===== config.mk =====
export PLATFORM = sky130hd
export DESIGN_NAME = serial_add_ctrl
export DESIGN_NICKNAME = d
export VERILOG_FILES = /design/src/rtl/serial_add_pkg.sv /design/src/rtl/serial_add_ctrl.sv
export SDC_FILE = /design/constraint.sdc
export NUM_CORES = 1
export LEC_CHECK = 0
export ABC_AREA = 1
export CAP_MARGIN = 15
export CORE_ASPECT_RATIO = 1.75
export CORE_MARGIN = 3
export CORE_UTILIZATION = 44
export DETAILED_ROUTE_END_ITERATION = 6
export GPL_TIMING_DRIVEN = 0
export MAX_ROUTING_LAYER = met4
export PLACE_DENSITY = 0.8
export SLEW_MARGIN = 30
export SYNTH_ARGS = -nofsm -noshare
export SYNTH_HDL_FRONTEND = slang
export SYNTH_SLANG_ARGS = --single-unit

===== constraint.sdc =====
create_clock -name clk -period 1.3 [get_ports clk]
set_clock_uncertainty 0.1 [all_clocks]
set_input_delay 0.26 -clock clk [delete_from_list [all_inputs] [get_ports clk]]
set_output_delay 0.26 -clock clk [all_outputs]
set_load 0.05 [all_outputs]

===== src/rtl/serial_add_pkg.sv =====
// serial_add_pkg: shared state encoding for the bit-serial adder sequencer
package serial_add_pkg;
   typedef enum logic [1:0] {IDLE, RUN, DONE} sa_state_t;
endpackage


===== src/rtl/serial_add_ctrl.sv =====
// serial_add_ctrl: time-shares one external 1-bit full adder to add two WIDTH-bit
// operands LSB first, holding the ripple carry in a flop between bit slots.
module serial_add_ctrl
   import serial_add_pkg::*;
#(
   parameter int WIDTH  = 8,
   parameter int SETTLE = 0
) (
   input  logic             clk,
   input  logic             rst_n,
   input  logic             flush,
   input  logic             in_valid,
   output logic             in_ready,
   input  logic [WIDTH-1:0] in_a,
   input  logic [WIDTH-1:0] in_b,
   input  logic             in_ci,
   output logic             out_valid,
   input  logic             out_ready,
   output logic [WIDTH-1:0] out_sum,
   output logic             out_co,
   output logic             busy,
   output logic             fa_a,
   output logic             fa_b,
   output logic             fa_ci,
   input  logic             fa_sum,
   input  logic             fa_co
);
   localparam int BW = $clog2(WIDTH);
   localparam int SW = (SETTLE < 1) ? 1 : $clog2(SETTLE + 1);
   sa_state_t        state;
   logic [WIDTH-1:0] a_q, b_q, sum_q;
   logic             carry_q;
   logic [BW-1:0]    bit_idx, nxt_idx;
   logic [SW-1:0]    settle_cnt;
   logic             slot_end, last_bit;
   assign in_ready = rst_n && state == IDLE && !flush;
   assign nxt_idx  = bit_idx + 1'b1;
   assign slot_end = settle_cnt == SW'(SETTLE);
   assign last_bit = bit_idx == BW'(WIDTH - 1);
   assign out_sum  = sum_q;
   assign out_co   = carry_q;
   // Adder pins are registered one bit ahead so they change only on clock edges.
   always_ff @(posedge clk or negedge rst_n) begin
      if (!rst_n) begin
         state      <= IDLE;
         a_q        <= '0;
         b_q        <= '0;
         sum_q      <= '0;
         carry_q    <= 1'b0;
         bit_idx    <= '0;
         settle_cnt <= '0;
         out_valid  <= 1'b0;
         busy       <= 1'b0;
         fa_a       <= 1'b0;
         fa_b       <= 1'b0;
         fa_ci      <= 1'b0;
      end else if (flush) begin
         state     <= IDLE;
         out_valid <= 1'b0;
         busy      <= 1'b0;
         fa_a      <= 1'b0;
         fa_b      <= 1'b0;
         fa_ci     <= 1'b0;
      end else begin
         case (state)
            IDLE: if (in_valid) begin
               state      <= RUN;
               busy       <= 1'b1;
               a_q        <= in_a;
               b_q        <= in_b;
               carry_q    <= in_ci;
               bit_idx    <= '0;
               settle_cnt <= '0;
               fa_a       <= in_a[0];
               fa_b       <= in_b[0];
               fa_ci      <= in_ci;
            end
            RUN: if (!slot_end) settle_cnt <= settle_cnt + 1'b1;
            else begin
               sum_q[bit_idx] <= fa_sum;
               carry_q        <= fa_co;
               settle_cnt     <= '0;
               if (last_bit) begin
                  state     <= DONE;
                  out_valid <= 1'b1;
                  fa_a      <= 1'b0;
                  fa_b      <= 1'b0;
                  fa_ci     <= 1'b0;
               end else begin
                  bit_idx <= nxt_idx;
                  fa_a    <= a_q[nxt_idx];
                  fa_b    <= b_q[nxt_idx];
                  fa_ci   <= fa_co;
               end
            end
            DONE: if (out_ready) begin
               state     <= IDLE;
               out_valid <= 1'b0;
               busy      <= 1'b0;
            end
            default: state <= IDLE;
         endcase
      end
   end
endmodule


# After elaboration in Yosys (flattened, before gate mapping)
# Index checks and enable logic that the tools add are counted.
op_classes:
  n_addsub: 2
  order_cmp: 3
  n_eq_ne: 10
  n_mux: 45
  n_bitwise: 2
  reduce_logical: 18
ops:
  columns: ["operator", "count"]
  rows:
  - ["two-way mux 1 bit", 24]
  - ["AND reduction 3 bit", 5]
  - ["one-hot mux 1 bit (2 select lines)", 7]
  - ["inequality test 3 bit, second input constant", 4]
  - ["AND reduction 4 bit", 3]
  - ["two-way mux 2 bit", 5]
  - ["two-way mux 3 bit", 3]
  - ["nonzero test 3 bit", 3]
  - ["bitwise mux 8 bit", 1]
  - ["< comparator 3 x 4 -> 1 bit, second input constant", 2]
  - ["binary-select mux 1 bit (select 3 bit)", 2]
  - ["inequality test 2 bit, second input constant", 3]
  - ["one-hot mux 2 bit (3 select lines)", 1]
  - ["one-hot mux 3 bit (2 select lines)", 1]
  - ["AND reduction 5 bit", 1]
  - ["adder 3 x 1 -> 3 bit, second input constant", 1]
  - ["demux 1 bit (select 3 bit)", 1]
  - ["== test 3 bit, second input constant", 1]
  - ["greater-or-equal comparator 3 x 1 -> 1 bit, second input constant", 1]
  - ["logical AND 1 bit", 3]
  - ["== test 2 x 1 -> 1 bit, second input constant", 1]
  - ["== test 2 bit, second input constant", 1]
  - ["logical NOT 2 bit", 1]
  - ["NOT 1 bit", 2]
  - ["other kinds (3)", 3]
word_totals:
  ff_bits: 36
  in_bits: 24
  out_inout_bits: 15

# Logic depth before layout (Yosys ltp)
# Gate-level depths: netlist (run 1).
depth:
  word_depth: 7
  mapped_depth: 9
  depth_no_buf: 8

# Worst setup path after synthesis (run 1)
# Ideal clock, no wire load.
synth_timing:
  path_type: "reg2out"
  startpoint: "reg state[1]"
  endpoint: "out in_ready"
  arrival_ps: 1301
  slack_ps: -361
  stages_incl_launch_ff: 4
  path_buffers: 0
  cell_sequence: "dfrtp_1 -> nor2_1 -> nand2_2 -> nor2_1"
synth_via:
  elab_chain_cells: 3
synth_lines:
  columns: ["element", "line", "rtl"]
  rows:
  - ["start, declared", "serial_add_ctrl.sv:30", "sa_state_t state;"]
  - ["start signal, assigned", "serial_add_ctrl.sv:45", "state <= IDLE;"]
  - ["start signal, assigned", "serial_add_ctrl.sv:58", "state <= IDLE;"]
  - ["start signal, assigned", "serial_add_ctrl.sv:67", "state <= RUN;"]
  - ["logical NOT 2 bit", "serial_add_ctrl.sv:36", "assign in_ready = rst_n && state == IDLE && !flush;"]
  - ["logical AND 1 bit (2 in a row)", "serial_add_ctrl.sv:36", null]
  - ["end, declared", "serial_add_ctrl.sv:13", "output logic in_ready,"]
# Every way passes these cells.

# Worst setup path in the final report (run 1)
# Same ends and word-level chain as after synthesis.

==> metrics.txt, run 1 <==
Multi-input gate area slightly above 900 µm²; R2R Setup Slk -240 ps; FMAX 0.6401 GHz; num rows 29; sequential fraction of the synthesis area between 50% and 60%; GRT Util Overall 20.07%; worst reg2reg path endpoint out_sum[0]; PD cells approximately 1700 nW/µm²; initial antenna violation count 0; final hold vios 0; RePlAce Congestion approximately 0.83; Critical Path RT roughly 940 ps; net count after synthesis about 230; Max-cap violations 0; cell count after placement 291; Detailed Place HPWL 2764 µm; Synth Cell Area ~1700 µm²; FILL cells 255; crit path DAT 1200 ps; Setup WS pre-CTS -992.2 ps; area grow syn2layout 58.69%; leakage between 1 and 1.5 nW; share of layout cells above drive strength 1 between 40 and 50%; CP endpoint kind output port; global-route wire length before repair about 6700 µm; RSZ-0062 raised after global routing true; Warnings, synthesis 0; failing checks setup timing; Worst-Skew Late Latency 290 ps; Pins Over Slew Limit 0; Via density around 5.3; most common cell after layout, fill and taps aside nand2_1; clock sink count 35; CP startpoint state[1]; final core utilization roughly three quarters; highest-count cells in the layout ignoring fill and taps nand2_1 (35), dfrtp_1 (32), inv_1 (26); Worst-Margin Slew about 630 ps; WL final around 4800 µm; critical path class flop to output port; IO Count 39; post-layout power around 0.0045 W; Avg Synthesized Cell Area about 8.2 µm²; part of the cycle the worst path needs 120.2%; Setup crit end in_ready; Final nets 297; Finish-stage setup viols 36; Synth cell types 23; reg2reg start state[1]; Clock Path Buffers 2; HP Class flop to flop; Iter 0 DRT Violations 39; largest net degree at the start of global routing 22; Worst-path clk slew ~80 ps; Cells after Synth 206; vias 1,676; drt first pass iters 4; Worst VDD drop 0.001264 V; FF/Latch Area approximately 900 µm²; n_diodes 0; setup_tns -5342 ps; CTS HTree Levels 2; CTS tree built; status finished, violations left; Final ANT Viol Nets 0; DRC viols 0; CP Max Fanout 2; PnR worst setup slack -262.3 ps; cells on worst reg2reg path 7; core area between 3000 and 4000 µm²; Starting Density 46.36%; root buf cell clkbuf_8; full die area 4673 µm²; Slew HR between 50 and 60%; CTS buffer count 5; Yosys reg bits 35; crit path time final between 1500 and 2000 ps; Non-Filler Instances about 320; vias in the first global route 1,540; WL/cell about 15 µm; total congestion overflow 0; Die Y slightly below 90 µm; IO Port Bufs 38; Die W 52.98 µm; CP startpoint kind flop
[layout make-up]
cell class,count,share of cell area (%)
repair buffers,58,20.37
inverters,33,5.244
plain buffers,5,2.367
clock inverters,1,0.1856
clock buffers,7,2.831
flip-flops and latches,35,32.62
well taps,46,2.135
multi-input cells,133,34.25
[cells by family (layout without fill, tap and decap cells)]
group / after synthesis / after routing / synth area share (%)
simple gates: 95 / 95 / 25.77
buf+inv: 38 / 104 / 9.057
compound gates: 35 / 35 / 11.27
mux: 1 / 1 / 0.8834
fa+ha+maj: 2 / 2 / 1.473
flops: 35 / 35 / 51.55
[cell usage after synthesis]
cell type / count / area, µm²
nand3_1: 19 / 95.09
mux2_4: 1 / 15.01
o21ai_0: 15 / 75.07
nor2_4: 3 / 33.78
buf_4: 2 / 15.01
o211ai_1: 1 / 7.510
buf_2: 3 / 15.01
nand2_4: 1 / 11.26
nand2_1: 57 / 214.0
o21a_1: 1 / 7.510
inv_2: 2 / 7.510
o22ai_1: 2 / 12.51
nor2_1: 9 / 33.78
nand2_2: 2 / 12.51
nor2_2: 2 / 12.51
a21oi_1: 7 / 35.03
inv_1: 31 / 116.4
nor4_2: 2 / 25.02
ha_1: 2 / 25.02
o21ai_1: 4 / 20.02
o41ai_1: 1 / 8.760
a31oi_1: 4 / 25.02
dfrtp_1: 35 / 875.8
[layer usage]
layer  GRT usage [%]  routed length (µm)  share of wire (%)
met5               -                   0                  0
met4           6.047                 146                3.1
met3           5.111                 223                4.7
met2           35.52                2739                 57
met1           21.34                1676                 35
[state kept, by name (all words and copies together), names as in the netlist]
signal     count
a_q            8
b_q            8
bit_idx        3
busy           1
fa_a           1
fa_b           1
fa_ci          1
out_co         1
out_sum        8
out_valid      1
state          2
[where the power goes]
group / internal, W / total [W] / leakage, nW / switching (W)
Sequential: 0.00136 / 0.00152 / 0.440 / 0.000153
Combinational: 0.000803 / 0.00227 / 0.814 / 0.00147
Clock: 0.000376 / 0.000759 / 0.0422 / 0.000383
[stage by stage]
stage	instance area [µm²]	hold slack [ps]
global placement	2181	361.4
finish	2696	375.6
CTS	2470	376.2
detailed placement	2203	104.2
global route	2696	391.2
floorplan	1743	-135.6
[worst min-delay path by stage]
stage | startpoint | end | slack (ps) | cells past startpoint
2_1_floorplan | rst_n | a_q[0] | -140 | 0
3_3_place_gp | fa_ci | fa_ci | 360 | 2
3_5_place_dp | rst_n | busy | 100 | 1
4_1_cts | flush | state[1] | 380 | 2
5_1_grt | fa_ci | fa_ci | 390 | 2
6_report | fa_a | fa_a | 380 | 2
[timing repair]
item,4_1_cts,5_1_grt
hold buffers,2,0
resized for setup,126,63
setup endpoints to repair,44,37
pin swaps,14,14
endpoints found under the hold margin,14,0
cloned,2,1
setup buffers,12,2
[worst max-delay path, stage by stage (launching register included)]
cell,delay [ps]
dfrtp_1,410
nor2_2,150
nand2_2,90
nor2_4,100
buf_6,160
Note: power is estimated with default switching activity, not from simulation.
==> run 2: changes to the inputs <==
CORE_UTILIZATION = 49   (was 44)
PLACE_DENSITY = 0.84   (was 0.8)
clock period = 1.6 ns   (was 1.3 ns; I/O delays follow)
==> metrics.txt, run 2 (same netlist as run 1, synthesis figures left out) <==
final core utilization 72.42%; Finished Cell Area roughly 2300 µm²; GRT Util Overall 20.77%; Clock Path Buffers 2; vias in the first global route between 1,500 and 2,000; CTS buffer count 5; IO Count 39; area grow syn2layout 38.22%; global-route wire length before repair 6637 µm; DRC viols 0; most common cell after layout, fill and taps aside nand2_1; WL/cell 12.50 µm; WL final approximately 3800 µm; Worst-path clk slew 70 ps; Worst-Margin Slew a little over 600 ps; PnR worst setup slack -6.966 ps; Via density roughly 5; Worst VDD drop between 0.001 and 0.0015 V; buffer and inverter count on the worst path 1; root buf cell clkbuf_8; Post-DP Area between 2000 and 2500 µm²; CP max-delay cell dfrtp_2; initial antenna violation count 0; Die W ~51 µm; Finish-stage setup viols 1; CP endpoint kind output port; core area about 3200 µm²; status finished, violations left; Iter 0 DRT Violations 55; CP startpoint kind flop; sw frac about 40%; vias 1,551; IO Port Bufs 38; total congestion overflow 0; n_diodes 0; Die Y 83.90 µm; sw power 0.001384 W; RSZ-0062 raised after global routing true; FILL cells between 200 and 250; Pins Over Slew Limit 0; final hold vios 0; top cell family by delay on the critical path flip-flops; drt first pass iters 4; part of the cycle the worst path needs 100.4%; clock network fraction of design power 23.0%; full die area 4238 µm²; CTS HTree Levels 2; PD cells roughly 1500 nW/µm²; share of layout cells above drive strength 1 around 17%; Multi-input gate area a little over 700 µm²; Seq pwr share between 30% and 40%; highest-count cells in the layout ignoring fill and taps nand2_1 (57), dfrtp_1 (32), inv_1 (29); Critical Path RT about 1200 ps; leakage about 1.1 nW; crit path DAT between 1000 and 1500 ps; clock sink count 35; RePlAce Congestion 0.9017; FF/Latch Area a little under 900 µm²; Max-cap violations 0; Setup WS pre-CTS -804.5 ps; CP Max Fanout 3; Worst-Skew Late Latency roughly 280 ps; CTS tree built; Slew HR 59.12%; P_int approximately 0.0021 W; critical path class flop to output port; Final ANT Viol Nets 0; combinational group share of total power between 40% and 50%; largest net degree at the start of global routing 22; num rows 27; HP Class flop to flop; failing checks setup timing; crit path time final between 1500 and 2000 ps; crit-path max cell delay between 400 and 500 ps; FMAX between 0.6 and 0.7 GHz; Detailed Place HPWL approximately 2800 µm; Final nets approximately 280; CP Cell Sequence nor2_4, nand2_2, nor2_2, buf_6; Starting Density between 50 and 60%
==> run 2: worst register-to-register path, cell delays in order (launching register included) <==
cell	delay [ps]
dfrtp_2	440
buf_4	150
nor2_4	160
nand2_4	100
nor2_4	150
nand3_1	130
nand2_1	80
o21ai_1	50
==> run 2: path summary, 6_finish.rpt <==
path | from | endpoint | slack [ps] | cells after the start
max | state[1] | in_ready | -7 | 4
min | fa_a | fa_a | 380 | 2
min in group asynchronous | rst_n | out_valid | 490 | 2
max reg2reg | state[1] | out_sum[4] | 120 | 7
max in group asynchronous | rst_n | a_q[0] | 500 | 2
min reg2reg | fa_a | fa_a | 380 | 2
==> run 2: metal layers <==
layer	vias to the layer above	GRT usage, %	share of wire, %
met1	736	19.88	37
met2	43	37.98	56
met4	0	10.05	2.7
met5	-	-	0
met3	12	4.114	4.8
li1	760	-	-
==> run 2: power by group through the flow <==
stage / logic, W / registers (W) / clock network (W)
2_1_floorplan: 0.000601 / 0.00159 / 0
3_3_place_gp: 0.00139 / 0.00123 / 0
3_5_place_dp: 0.00142 / 0.00124 / 0
4_1_cts: 0.00139 / 0.00123 / 0.000822
5_1_grt: 0.00161 / 0.00126 / 0.000855
6_report: 0.00146 / 0.00124 / 0.000803
==> run 2: stage by stage <==
| step | TNS (ps) | hold slack, ps | instances | power, W |
|---|---|---|---|---|
| floorplan | 0 | -75.59 | 206 | 0.002192 |
| global placement | -27210 | 361.6 | 287 | 0.002621 |
| detailed placement | -5063 | 161.9 | 288 | 0.002662 |
| CTS | -38.44 | 379.4 | 298 | 0.003444 |
| global route | -56.20 | 428.1 | 302 | 0.003724 |
| finish | -6.966 | 383.3 | 302 | 0.003498 |
==> run 2: layout make-up <==
| class | count | area share [%] |
|---|---|---|
| multi-input combinational | 133 | 29.99 |
| buffer | 5 | 1.385 |
| inverter | 33 | 5.274 |
| clock inverter | 2 | 1.492 |
| sequential | 35 | 37.45 |
| tap | 43 | 2.291 |
| clock buffer | 6 | 3.516 |
| timing repair buffer | 45 | 18.59 |
==> run 2: repair_timing <==
action / CTS / global route
endpoints found under the setup margin: 17 / 18
gates resized for setup: 26 / 22
buffers inserted: 0 / 4
pin swaps: 1 / 2
hold buffers: 2 / 0
endpoints found under the hold margin: 14 / 0
